===== src/rtl/blt_update_sched.sv =====
// Branch lookup table update scheduler: round-robin arbiter, small FIFO,
// single-port drain and table flush sequencing.
module blt_update_sched #(
  parameter int ADDR_WIDTH = 16,
  parameter int DEPTH      = 4,
  parameter int DEPTH_LOG2 = 2
) (
  input  logic                  clk,
  input  logic                  reset,
  input  logic                  req0_valid,
  output logic                  req0_ready,
  input  logic [ADDR_WIDTH-1:0] req0_key,
  input  logic [ADDR_WIDTH-1:0] req0_val,
  input  logic                  req0_hit,
  input  logic                  req1_valid,
  output logic                  req1_ready,
  input  logic [ADDR_WIDTH-1:0] req1_key,
  input  logic [ADDR_WIDTH-1:0] req1_val,
  input  logic                  req1_hit,
  input  logic                  inhibit,
  input  logic                  flush_req,
  output logic                  flush_ack,
  output logic                  blt_write,
  output logic [ADDR_WIDTH-1:0] blt_write_key,
  output logic [ADDR_WIDTH-1:0] blt_write_val,
  output logic                  blt_hit,
  output logic                  blt_reset,
  output logic [DEPTH_LOG2:0]   count
);

  typedef enum logic [1:0] {
    S_RUN,
    S_FLUSH,
    S_ACK
  } state_e;

  localparam logic [DEPTH_LOG2:0]   FULL    = (DEPTH_LOG2+1)'(DEPTH);
  localparam logic [DEPTH_LOG2:0]   CNT_ONE = (DEPTH_LOG2+1)'(1);
  localparam logic [DEPTH_LOG2-1:0] PTR_ONE = DEPTH_LOG2'(1);

  state_e state_q, state_d;

  logic [ADDR_WIDTH-1:0] key_mem [DEPTH];
  logic [ADDR_WIDTH-1:0] val_mem [DEPTH];
  logic [DEPTH-1:0]      hit_mem;

  logic [DEPTH_LOG2-1:0] rd_ptr_q, wr_ptr_q;
  logic [DEPTH_LOG2:0]   count_q, count_d;
  logic                  rr_q;

  logic                  wr_q, hit_q, rst_q, ack_q;
  logic [ADDR_WIDTH-1:0] key_q, val_q;

  logic                  run, open, drain_ok;
  logic                  gnt0, gnt1, acc0, acc1, acc;
  logic                  pop, bypass, push;
  logic [ADDR_WIDTH-1:0] in_key, in_val;
  logic                  in_hit;

  assign run      = (state_q == S_RUN);
  assign open     = run & ~flush_req & (count_q != FULL);
  assign drain_ok = run & ~flush_req & ~inhibit;

  assign gnt0 = req0_valid & (~req1_valid | ~rr_q);
  assign gnt1 = req1_valid & (~req0_valid | rr_q);

  assign req0_ready = open & gnt0;
  assign req1_ready = open & gnt1;

  assign acc0 = req0_valid & req0_ready;
  assign acc1 = req1_valid & req1_ready;
  assign acc  = acc0 | acc1;

  assign in_key = acc1 ? req1_key : req0_key;
  assign in_val = acc1 ? req1_val : req0_val;
  assign in_hit = acc1 ? req1_hit : req0_hit;

  // An empty FIFO forwards the accepted entry straight to the table port.
  assign pop    = drain_ok & (count_q != '0);
  assign bypass = drain_ok & (count_q == '0) & acc;
  assign push   = acc & ~bypass;

  always_comb begin
    count_d = count_q;
    if (push & ~pop) begin
      count_d = count_q + CNT_ONE;
    end else if (pop & ~push) begin
      count_d = count_q - CNT_ONE;
    end
  end

  always_comb begin
    state_d = state_q;
    case (state_q)
      S_RUN:   if (flush_req) state_d = S_FLUSH;
      S_FLUSH: state_d = S_ACK;
      S_ACK:   state_d = S_RUN;
      default: state_d = S_RUN;
    endcase
  end

  always_ff @(posedge clk) begin
    if (push) begin
      key_mem[wr_ptr_q] <= in_key;
      val_mem[wr_ptr_q] <= in_val;
      hit_mem[wr_ptr_q] <= in_hit;
    end
  end

  always_ff @(posedge clk) begin
    if (reset) begin
      state_q  <= S_RUN;
      rr_q     <= 1'b0;
      rd_ptr_q <= '0;
      wr_ptr_q <= '0;
      count_q  <= '0;
      wr_q     <= 1'b0;
      key_q    <= '0;
      val_q    <= '0;
      hit_q    <= 1'b0;
      rst_q    <= 1'b0;
      ack_q    <= 1'b0;
    end else begin
      state_q <= state_d;
      if (acc) rr_q <= ~rr_q;
      if (state_q == S_FLUSH) begin
        rd_ptr_q <= '0;
        wr_ptr_q <= '0;
        count_q  <= '0;
      end else begin
        if (push) wr_ptr_q <= wr_ptr_q + PTR_ONE;
        if (pop)  rd_ptr_q <= rd_ptr_q + PTR_ONE;
        count_q <= count_d;
      end
      wr_q <= pop | bypass;
      if (pop) begin
        key_q <= key_mem[rd_ptr_q];
        val_q <= val_mem[rd_ptr_q];
        hit_q <= hit_mem[rd_ptr_q];
      end else if (bypass) begin
        key_q <= in_key;
        val_q <= in_val;
        hit_q <= in_hit;
      end
      rst_q <= (state_q == S_FLUSH);
      ack_q <= (state_q == S_ACK);
    end
  end

  assign blt_write     = wr_q;
  assign blt_write_key = key_q;
  assign blt_write_val = val_q;
  assign blt_hit       = hit_q;
  assign blt_reset     = rst_q;
  assign flush_ack     = ack_q;
  assign count         = count_q;

endmodule


===== config.mk =====
export PLATFORM = sky130hd
export DESIGN_NAME = blt_update_sched
export DESIGN_NICKNAME = d
export VERILOG_FILES = /design/src/rtl/blt_update_sched.sv
export SDC_FILE = /design/constraint.sdc
export NUM_CORES = 1
export LEC_CHECK = 0
export BUFFER_PORTS_ARGS = -buffer_cell sky130_fd_sc_hd__clkbuf_2
export CAP_MARGIN = 10
export CORE_ASPECT_RATIO = 0.8
export CORE_MARGIN = 1
export CORE_UTILIZATION = 40
export CTS_CLUSTER_DIAMETER = 150
export DETAILED_ROUTE_END_ITERATION = 12
export PLACE_DENSITY = 0.68
export SLEW_MARGIN = 40
export SYNTH_ARGS = -nofsm -noshare
export SYNTH_HDL_FRONTEND = slang
export SYNTH_SLANG_ARGS = --single-unit

===== constraint.sdc =====
create_clock -name clk -period 5.6 [get_ports clk]
set_input_delay 1.4 -clock clk [delete_from_list [all_inputs] [get_ports clk]]
set_output_delay 1.4 -clock clk [all_outputs]
set_load 0.01 [all_outputs]

==> impl_metrics.env, run 1 <==
export IMPL_status="finished clean"
export IMPL_peakVddDrop_mv=0.198
export IMPL_finalCriticalPeriod_ns=3.73
export IMPL_hold_violations=0
export IMPL_ctsHoldBuffers=0
export IMPL_drv_cap=0
export IMPL_synth_simple_area_share_pct=2.93
export IMPL_vias=4224
export IMPL_grt_max_degree=35
export IMPL_criticalPathCategory="input port to output port"
export IMPL_drtPass1Iterations=4
export IMPL_core_area_um2=17400
export IMPL_syn_area_per_cell_um2=16.6
export IMPL_syn_inst=432
export IMPL_synthArstFlopShare_pct=0
export IMPL_synth_seq_cells=180
export IMPL_grt_pass1_vias=4165
export IMPL_synth_distinct_cells=38
export IMPL_cts_setup_buffers=0
export IMPL_synth_fa_ha_area_share_pct=1.15
export IMPL_tns_ns=0
export IMPL_cts_tree="built"
export IMPL_first_iter_violations=283
export IMPL_antenna_found_initial=0
export IMPL_synth_compound_area_share_pct=7.51
export IMPL_syn2layout_area_growth_pct=19.1
export IMPL_vias_per_cell=5.39
export IMPL_hold_class="flip-flop to flip-flop"
export IMPL_syn_area_um2=7180
export IMPL_slew_headroom_pct=46.5
export IMPL_cts_sinks=180
export IMPL_hpwl_um=9170
export IMPL_die_y_um=122
export IMPL_critical_path_startpoint="flush_req"
export IMPL_skew_ns=0.0156
export IMPL_cts_resized=0
export IMPL_p_leak_nw=3.30
export IMPL_final_common_cell="edfxtp_1"
export IMPL_dieWidth_um=152
export IMPL_fin_crit_sh_pct=66.6
export IMPL_nets=624
export IMPL_fill_cells=1469
export IMPL_final_max_slew_viol_count=0
export IMPL_cp_end_kind="output port"
export IMPL_drc=0
export IMPL_tightest_slew_ns=0.803
export IMPL_multiInputGateArea_um2=2000
export IMPL_synth_ff_type="edfxtp_1"
export IMPL_antennaDiodeCount=0
export IMPL_io_pins=113
export IMPL_most_common_layout_cells="132 x edfxtp_1, 112 x clkbuf_2, 46 x dfxtp_1, 38 x inv_1, 34 x mux2i_1"
export IMPL_powerDensity_nw_per_um2=360
export IMPL_cp_start_kind="input port"
export IMPL_rsz0062_at_grt="false"
export IMPL_numCtsBuffers=17
export IMPL_worst_ep_arrival_time_ns=2.33
export IMPL_grt_pass1_wl_um=22600
export IMPL_clk_insertion_delay_late_ns=0.43
export IMPL_clockRootBuffer="clkbuf_16"
export IMPL_port_buffers=112
export IMPL_synth_fp_nets=510
export IMPL_synth_edff_count=132
export IMPL_setup_violations=0
export IMPL_synthMuxAreaShare_pct=15.1
export IMPL_synth_seq_area_share_pct=68.5
export IMPL_ys_warn_count=0
export IMPL_place_congestion=0.739
export IMPL_synth_top_family_by_area="multiplexers"
export IMPL_die_area_um2=18500
export IMPL_min_from="blt_write_val[15]$_SDFFE_PP0P_"
export IMPL_totalWireLength_um=14600
export IMPL_grt_ovfl_total=0
export IMPL_r2r_start="state_q[1]$_SDFFE_PP0P_"
export IMPL_max_freq_mhz=268
export IMPL_synth_xor_area_share_pct=0.610
export IMPL_drive_gt1_share_pct=34.9
export IMPL_ctsLongestPathBuffers=2
export IMPL_ant_nets=0
export IMPL_clk_pin_slew_worst_paths_ns=0.06
export IMPL_worst_path_max_fanout=4
export IMPL_gr_usage_all_layers_pct=16.4
export IMPL_seqCellArea_um2=4930
export IMPL_power_mw=3.08
export IMPL_num_rows=43
export IMPL_detail_route_wl_per_cell_um=18.6
export IMPL_critical_path_required_ns=4.20
export IMPL_cts_htree_levels=4
export IMPL_start_util_pct=41.2
registers in the layout, summed over array words and instances (netlist names), 3 cells and up, named ones only:
register / flops
key_mem: 64
val_mem: 64
hit_mem: 4
blt_write_val: 16
count: 3
blt_write_key: 16
logic make-up (layout without fill, tap and decap cells):
family                     Yosys count  count (layout)
DFF                                180             180
xor gates and xnor gates             5               5
adders and majority gates            6               6
muxes                               67              67
buffers and inverters               63             190
and+or+nand+nor                     34              34
AOI/OAI and AO/OA                   77              77
metal layers:
layer	part of all wire, %	global-route usage, %
met2	48	26.6
met1	46	22.0
met5	0	0
met3	4.9	3.49
met4	1.0	6.00
synth_stat cells (2+ instances only):
library cell | number | area [µm²]
a21oi_1 | 3 | 15.0
a32oi_1 | 33 | 289
and3_1 | 4 | 25.0
buf_2 | 12 | 60.1
buf_6 | 6 | 67.6
clkbuf_1 | 5 | 18.8
dfxtp_1 | 48 | 961
edfxtp_1 | 132 | 3960
ha_1 | 5 | 62.6
inv_1 | 38 | 143
mux2i_1 | 34 | 340
mux4_2 | 33 | 743
nand2_1 | 4 | 15.0
nand3_1 | 3 | 15.0
nor2_1 | 11 | 41.3
o21ai_0 | 4 | 20.0
o21ai_1 | 32 | 160
or3_1 | 2 | 12.5
xor2_1 | 4 | 35.0
cell type report:
class                           instances  area share (%)
Clock inverter                         13            1.86
Sequential cell                       180            57.6
Tap cell                              225            3.29
Clock buffer                           19            5.06
Timing Repair Buffer                  119            7.16
Inverter                               39            1.71
Multi-Input combinational cell        189            23.3
worst paths after layout:
| kind | end | cells after the start | slack (ns) |
|---|---|---|---|
| max | req0_ready | 5 | 1.87 |
| min | blt_write_val[15]$_SDFFE_PP0P_ | 2 | 0.50 |
| max reg2reg | count[2]$_SDFFE_PP0P_ | 9 | 3.17 |
| min reg2reg | blt_write_val[15]$_SDFFE_PP0P_ | 2 | 0.50 |
worst max-delay path: stages:
cell and delay [ns]:
clkbuf_2 0.13, nor3_2 0.31, nand2_1 0.09, a211oi_1 0.22
clkbuf_2 0.17
stage by stage:
stage	hold slack [ns]	cell area [µm²]	std cells	util, %	worst slack, ns
after global placement	0.474	7940	751	45.6	1.84
after CTS	0.499	8550	783	49.1	1.85
final	0.496	8560	784	49.1	1.87
after floorplan	0.484	7180	432	-	2.07
after global routing	0.525	8560	784	49.1	1.81
after detailed placement	0.488	7960	751	45.7	1.85
power by group:
| group | switching (mW) | internal [mW] | leakage [nW] |
|---|---|---|---|
| Clock | 0.492 | 0.701 | 0.283 |
| Sequential | 0.0390 | 1.51 | 1.59 |
| Combinational | 0.193 | 0.141 | 1.43 |
| Total | 0.725 | 2.36 | 3.30 |
Power figures use the tool's default switching activity.
==> run 2: changes to the inputs <==
Settings changed: ABC_AREA set to 1, PLACE_DENSITY 0.68 to 0.7.
Clock period 5.6 ns to 3.4 ns, I/O delays scaled along.
==> impl_metrics.env, run 2 <==
export IMPL_status="finished clean"
export IMPL_drc=0
export IMPL_powerDensity_nw_per_um2=563
export IMPL_r2r_start="count[0]$_SDFFE_PP0P_"
export IMPL_yosys_area_top_type="edfxtp_1"
export IMPL_worst_path_max_fanout=45
export IMPL_grt_ovfl_total=0
export IMPL_rsz0062_at_grt="false"
export IMPL_gr_usage_all_layers_pct=19.0
export IMPL_final_common_cell="edfxtp_1"
export IMPL_crit_family="buffers and inverters"
export IMPL_vias_per_cell=5.17
export IMPL_hold_class="flip-flop to flip-flop"
export IMPL_hpwl_um=11300
export IMPL_final_max_slew_viol_count=0
export IMPL_p_leak_nw=3.55
export IMPL_seqCellArea_um2=4930
export IMPL_antennaDiodeCount=0
export IMPL_timing_rr_end="count[2]$_SDFFE_PP0P_"
export IMPL_cp_num_buf_inv=4
export IMPL_cp_start_kind="flip-flop"
export IMPL_synth_seq_cells=180
export IMPL_syn_area_um2=7660
export IMPL_die_y_um=126
export IMPL_fill_cells=1663
export IMPL_vias=5826
export IMPL_num_rows=44
export IMPL_peakVddDrop_mv=0.403
export IMPL_setup_violations=0
export IMPL_cts_sinks=180
export IMPL_cpMaxStageDelayCell="buf_4"
export IMPL_cp_end_kind="output port"
export IMPL_synth_ff_type="edfxtp_1"
export IMPL_critical_path_startpoint="count[1]$_SDFFE_PP0P_"
export IMPL_synth_seq_area_share_pct=64.3
export IMPL_reg2reg_slack_ns=0.93
export IMPL_totalWireLength_um=18000
export IMPL_die_area_um2=19700
export IMPL_place_congestion=0.728
export IMPL_syn_inst=758
export IMPL_nets=940
export IMPL_fin_util_pct=49.3
export IMPL_synth_distinct_cells=31
export IMPL_ys_warn_count=0
export IMPL_hold_violations=0
export IMPL_ant_nets=0
export IMPL_io_pins=113
export IMPL_drive_gt1_share_pct=20.4
export IMPL_start_util_pct=41.5
export IMPL_slew_headroom_pct=51.0
export IMPL_most_common_layout_cells="132 x edfxtp_1, 128 x nor2_1, 112 x clkbuf_2, 107 x nand2_1, 87 x o21ai_0"
export IMPL_clk_pin_slew_worst_paths_ns=0.06
export IMPL_tns_ns=0
export IMPL_syn_area_per_cell_um2=10.1
export IMPL_syn2layout_area_growth_pct=18.9
export IMPL_synth_fp_nets=836
export IMPL_drv_cap=0
export IMPL_numCtsBuffers=17
export IMPL_ctsHoldBuffers=0
export IMPL_cpPeakStageDelay_ns=0.41
export IMPL_synth_area_top_cells="edfxtp_1 52%, dfxtp_1 13%, nor2_1 6.5%, o21ai_0 5.7%, nand2_1 5.2%"
export IMPL_max_freq_mhz=380
export IMPL_port_buffers=112
export IMPL_multiInputGateArea_um2=2380
export IMPL_dieWidth_um=157
export IMPL_ctsLongestPathBuffers=2
export IMPL_fin_crit_sh_pct=77.3
export IMPL_cts_resized=0
export IMPL_cts_setup_buffers=0
export IMPL_worst_r2r_cell_count=14
export IMPL_clockRootBuffer="clkbuf_16"
export IMPL_grt_pass1_wl_um=28200
export IMPL_skew_ns=0.00730
export IMPL_worst_ep_arrival_time_ns=1.78
export IMPL_cp_depth=6
export IMPL_finalCriticalPeriod_ns=2.63
export IMPL_synthArstFlopShare_pct=0
export IMPL_core_area_um2=18400
export IMPL_tightest_slew_ns=0.734
export IMPL_synthTopCellsByCount="132 x edfxtp_1, 132 x nor2_1, 107 x nand2_1, 87 x o21ai_0, 48 x dfxtp_1"
export IMPL_antenna_found_initial=0
export IMPL_yosys_area_top_type_share_pct=51.8
export IMPL_critical_path_required_ns=2.55
export IMPL_cts_tree="built"
export IMPL_cts_htree_levels=4
export IMPL_first_iter_violations=511
export IMPL_synth_edff_count=132
export IMPL_worstPathCellList="inv_1, nand3_2, nand3_4, buf_4, inv_1, clkbuf_2"
export IMPL_holdWs_ns=0.449
export IMPL_power_mw=5.13
export IMPL_grt_pass1_vias=5438
export IMPL_grt_max_degree=65
export IMPL_drtPass1Iterations=6
export IMPL_clk_insertion_delay_late_ns=0.43
export IMPL_path_common_cell="inv_1"
export IMPL_reg_top3="key_mem: 64 flops, val_mem: 64 flops"
export IMPL_detail_route_wl_per_cell_um=16.0
export IMPL_criticalPathCategory="flip-flop to output port"
export IMPL_endpoint="req1_ready"
[run 2: area by class of cell]
type                    instances  area share (%)
clock buffers                  25            5.44
clock inverters                 6           0.302
inverters                      47            1.97
multi-input cells             486            26.2
flip-flops and latches        180            54.1
well taps                     253            3.48
repair buffers                130            8.47
[run 2: worst min path at each step]
stage	slack (ns)	cells after the start	to	from
3_5_place_dp	0.44	1	flush_ack$_SDFF_PP0_	state_q[0]$_SDFFE_PP0P_
3_3_place_gp	0.44	1	flush_ack$_SDFF_PP0_	state_q[0]$_SDFFE_PP0P_
5_1_grt	0.48	1	flush_ack$_SDFF_PP0_	state_q[0]$_SDFFE_PP0P_
4_1_cts	0.45	1	flush_ack$_SDFF_PP0_	state_q[0]$_SDFFE_PP0P_
2_1_floorplan	0.42	1	flush_ack$_SDFF_PP0_	state_q[0]$_SDFFE_PP0P_
6_report	0.45	1	flush_ack$_SDFF_PP0_	state_q[0]$_SDFFE_PP0P_
[run 2: cell families after synthesis]
family / after synthesis / share of synthesized area, %
simple gates: 324 / 18.3
flops: 180 / 64.3
compound gates: 156 / 11.4
buf+inv: 92 / 4.93
fa+ha+maj: 6 / 1.08
[run 2: metrics by stage]
| step | worst slack, ns | instance area, µm² | instances |
|---|---|---|---|
| 6_report | 0.770 | 9100 | 1127 |
| 5_1_grt | 0.637 | 9100 | 1127 |
| 4_1_cts | 0.738 | 9100 | 1127 |
| 3_5_place_dp | 0.521 | 8580 | 1096 |
| 3_3_place_gp | 0.571 | 8580 | 1096 |
| 2_1_floorplan | 0.0780 | 7660 | 758 |
[run 2: power breakdown]
part / internal [mW] / leakage (nW) / total, mW / switching [mW]
sequential: 2.53 / 1.59 / 2.59 / 0.0585
clock: 0.997 / 0.262 / 1.76 / 0.763
combinational: 0.255 / 1.70 / 0.780 / 0.525
total: 3.78 / 3.55 / 5.13 / 1.35
[run 2: per-layer routing]
metal  global-route usage (%)  share of wire (%)  up-vias
li1                         -                  -     2842
met1                     26.7                 46     2768
met2                     29.0                 46      199
met3                     3.03                7.3       17
met4                     8.30                1.4        0
met5                        0                  0        -
==> run 3: changes to the inputs <==
Settings changed: PLACE_DENSITY 0.7 to 0.67.
Clock period 3.4 ns to 2.5 ns, I/O delays scaled along.
==> impl_metrics.env, run 3 (synthesis results as in run 2) <==
export IMPL_p_leak_nw=3.60
export IMPL_fill_cells=1702
export IMPL_clk_pin_slew_worst_paths_ns=0.06
export IMPL_cp_start_kind="flip-flop"
export IMPL_holdWs_ns=0.445
export IMPL_io_pins=113
export IMPL_gr_usage_all_layers_pct=19.6
export IMPL_drv_cap=0
export IMPL_status="finished clean"
export IMPL_dieWidth_um=157
export IMPL_antenna_found_initial=0
export IMPL_worst_ep_arrival_time_ns=1.69
export IMPL_power_mw=7.15
export IMPL_min_path_cells=1
export IMPL_start_util_pct=41.5
export IMPL_syn2layout_area_growth_pct=19.9
export IMPL_grt_pass1_vias=5682
export IMPL_place_congestion=0.736
export IMPL_numCtsBuffers=17
export IMPL_cts_setup_buffers=0
export IMPL_ctsHoldBuffers=0
export IMPL_multiInputGateArea_um2=2380
export IMPL_grt_ovfl_total=0
export IMPL_die_area_um2=19700
export IMPL_hold_class="flip-flop to flip-flop"
export IMPL_ctsLongestPathBuffers=2
export IMPL_cts_tree="built"
export IMPL_vias_per_cell=5.13
export IMPL_setup_violations=0
export IMPL_powerDensity_nw_per_um2=779
export IMPL_slew_headroom_pct=55.8
export IMPL_final_max_slew_viol_count=0
export IMPL_drive_gt1_share_pct=21.7
export IMPL_vias=5832
export IMPL_rsz0062_at_grt="false"
export IMPL_clk_insertion_delay_late_ns=0.42
export IMPL_antennaDiodeCount=0
export IMPL_final_common_cell="edfxtp_1"
export IMPL_clockRootBuffer="clkbuf_16"
export IMPL_seqCellArea_um2=4930
export IMPL_skew_ns=0.0108
export IMPL_ant_nets=0
export IMPL_cts_sinks=180
export IMPL_drtPass1Iterations=5
export IMPL_fin_crit_sh_pct=92.8
export IMPL_cp_end_kind="output port"
export IMPL_max_freq_mhz=431
export IMPL_criticalPathCategory="flip-flop to output port"
export IMPL_cts_htree_levels=4
export IMPL_worst_path_max_fanout=45
export IMPL_worst_r2r_cell_count=13
export IMPL_critical_path_required_ns=1.88
export IMPL_grt_pass1_wl_um=29300
export IMPL_drc=0
export IMPL_core_area_um2=18400
export IMPL_die_y_um=126
export IMPL_cts_resized=0
export IMPL_peakVddDrop_mv=0.503
export IMPL_hpwl_um=11700
export IMPL_reg_top3="key_mem: 64 flops, val_mem: 64 flops"
export IMPL_most_common_layout_cells="132 x edfxtp_1, 128 x nor2_1, 112 x clkbuf_2, 107 x nand2_1, 87 x o21ai_0"
export IMPL_grt_max_degree=65
export IMPL_hold_violations=0
export IMPL_num_rows=44
export IMPL_finalCriticalPeriod_ns=2.32
export IMPL_port_buffers=112
export IMPL_tightest_slew_ns=0.663
export IMPL_first_iter_violations=468
export IMPL_nets=949
export IMPL_totalWireLength_um=18300
export IMPL_detail_route_wl_per_cell_um=16.1
run 3: layout make-up:
cell class | count | area share (%)
clock buffers | 19 | 4.72
clock inverters | 13 | 1.49
inverters | 47 | 1.92
multi-input cells | 486 | 26.0
flip-flops and latches | 180 | 53.7
well taps | 253 | 3.45
repair buffers | 139 | 8.77
run 3: final timing paths:
kind	start	slack, ns	endpoint
worst max-delay path	count[1]$_SDFFE_PP0P_	0.18	req1_ready
worst min-delay path	state_q[0]$_SDFFE_PP0P_	0.45	flush_ack$_SDFF_PP0_
worst min register to register	state_q[0]$_SDFFE_PP0P_	0.45	flush_ack$_SDFF_PP0_
worst max register to register	count[0]$_SDFFE_PP0P_	0.22	count[2]$_SDFFE_PP0P_
run 3: per-stage QoR:
stage | utilization (%) | setup WS, ns | cell area (µm²) | cells | setup TNS (ns)
finish | 49.8 | 0.180 | 9180 | 1137 | 0
global route | 49.8 | 0.0370 | 9180 | 1137 | 0
CTS | 49.7 | 0.0440 | 9180 | 1137 | 0
floorplan | - | -0.0983 | 7670 | 758 | -12.98
global placement | 46.7 | 0.103 | 8610 | 1105 | 0
detailed placement | 46.7 | 0.0679 | 8610 | 1105 | 0
run 3: per-layer routing:
layer,part of all wire [%],GRT usage [%],routed length [µm]
met5,0,0,0
met4,0.75,4.56,137
met3,7.1,5.16,1310
met2,45,29.8,8270
met1,47,27.9,8600
run 3: where the power goes:
group,leakage (nW),internal [mW],total (mW),switching [mW]
sequential,1.59,3.44,3.51,0.0773
combinational,1.75,0.355,1.08,0.726
clock,0.269,1.47,2.56,1.09
run 3: worst max-delay path, cell delays in order, from the launching register on:
cell	delay (ns)
dfxtp_1	0.38
inv_1	0.10
nand3_2	0.13
nand3_4	0.12
buf_6	0.32
inv_1	0.08
clkbuf_2	0.13
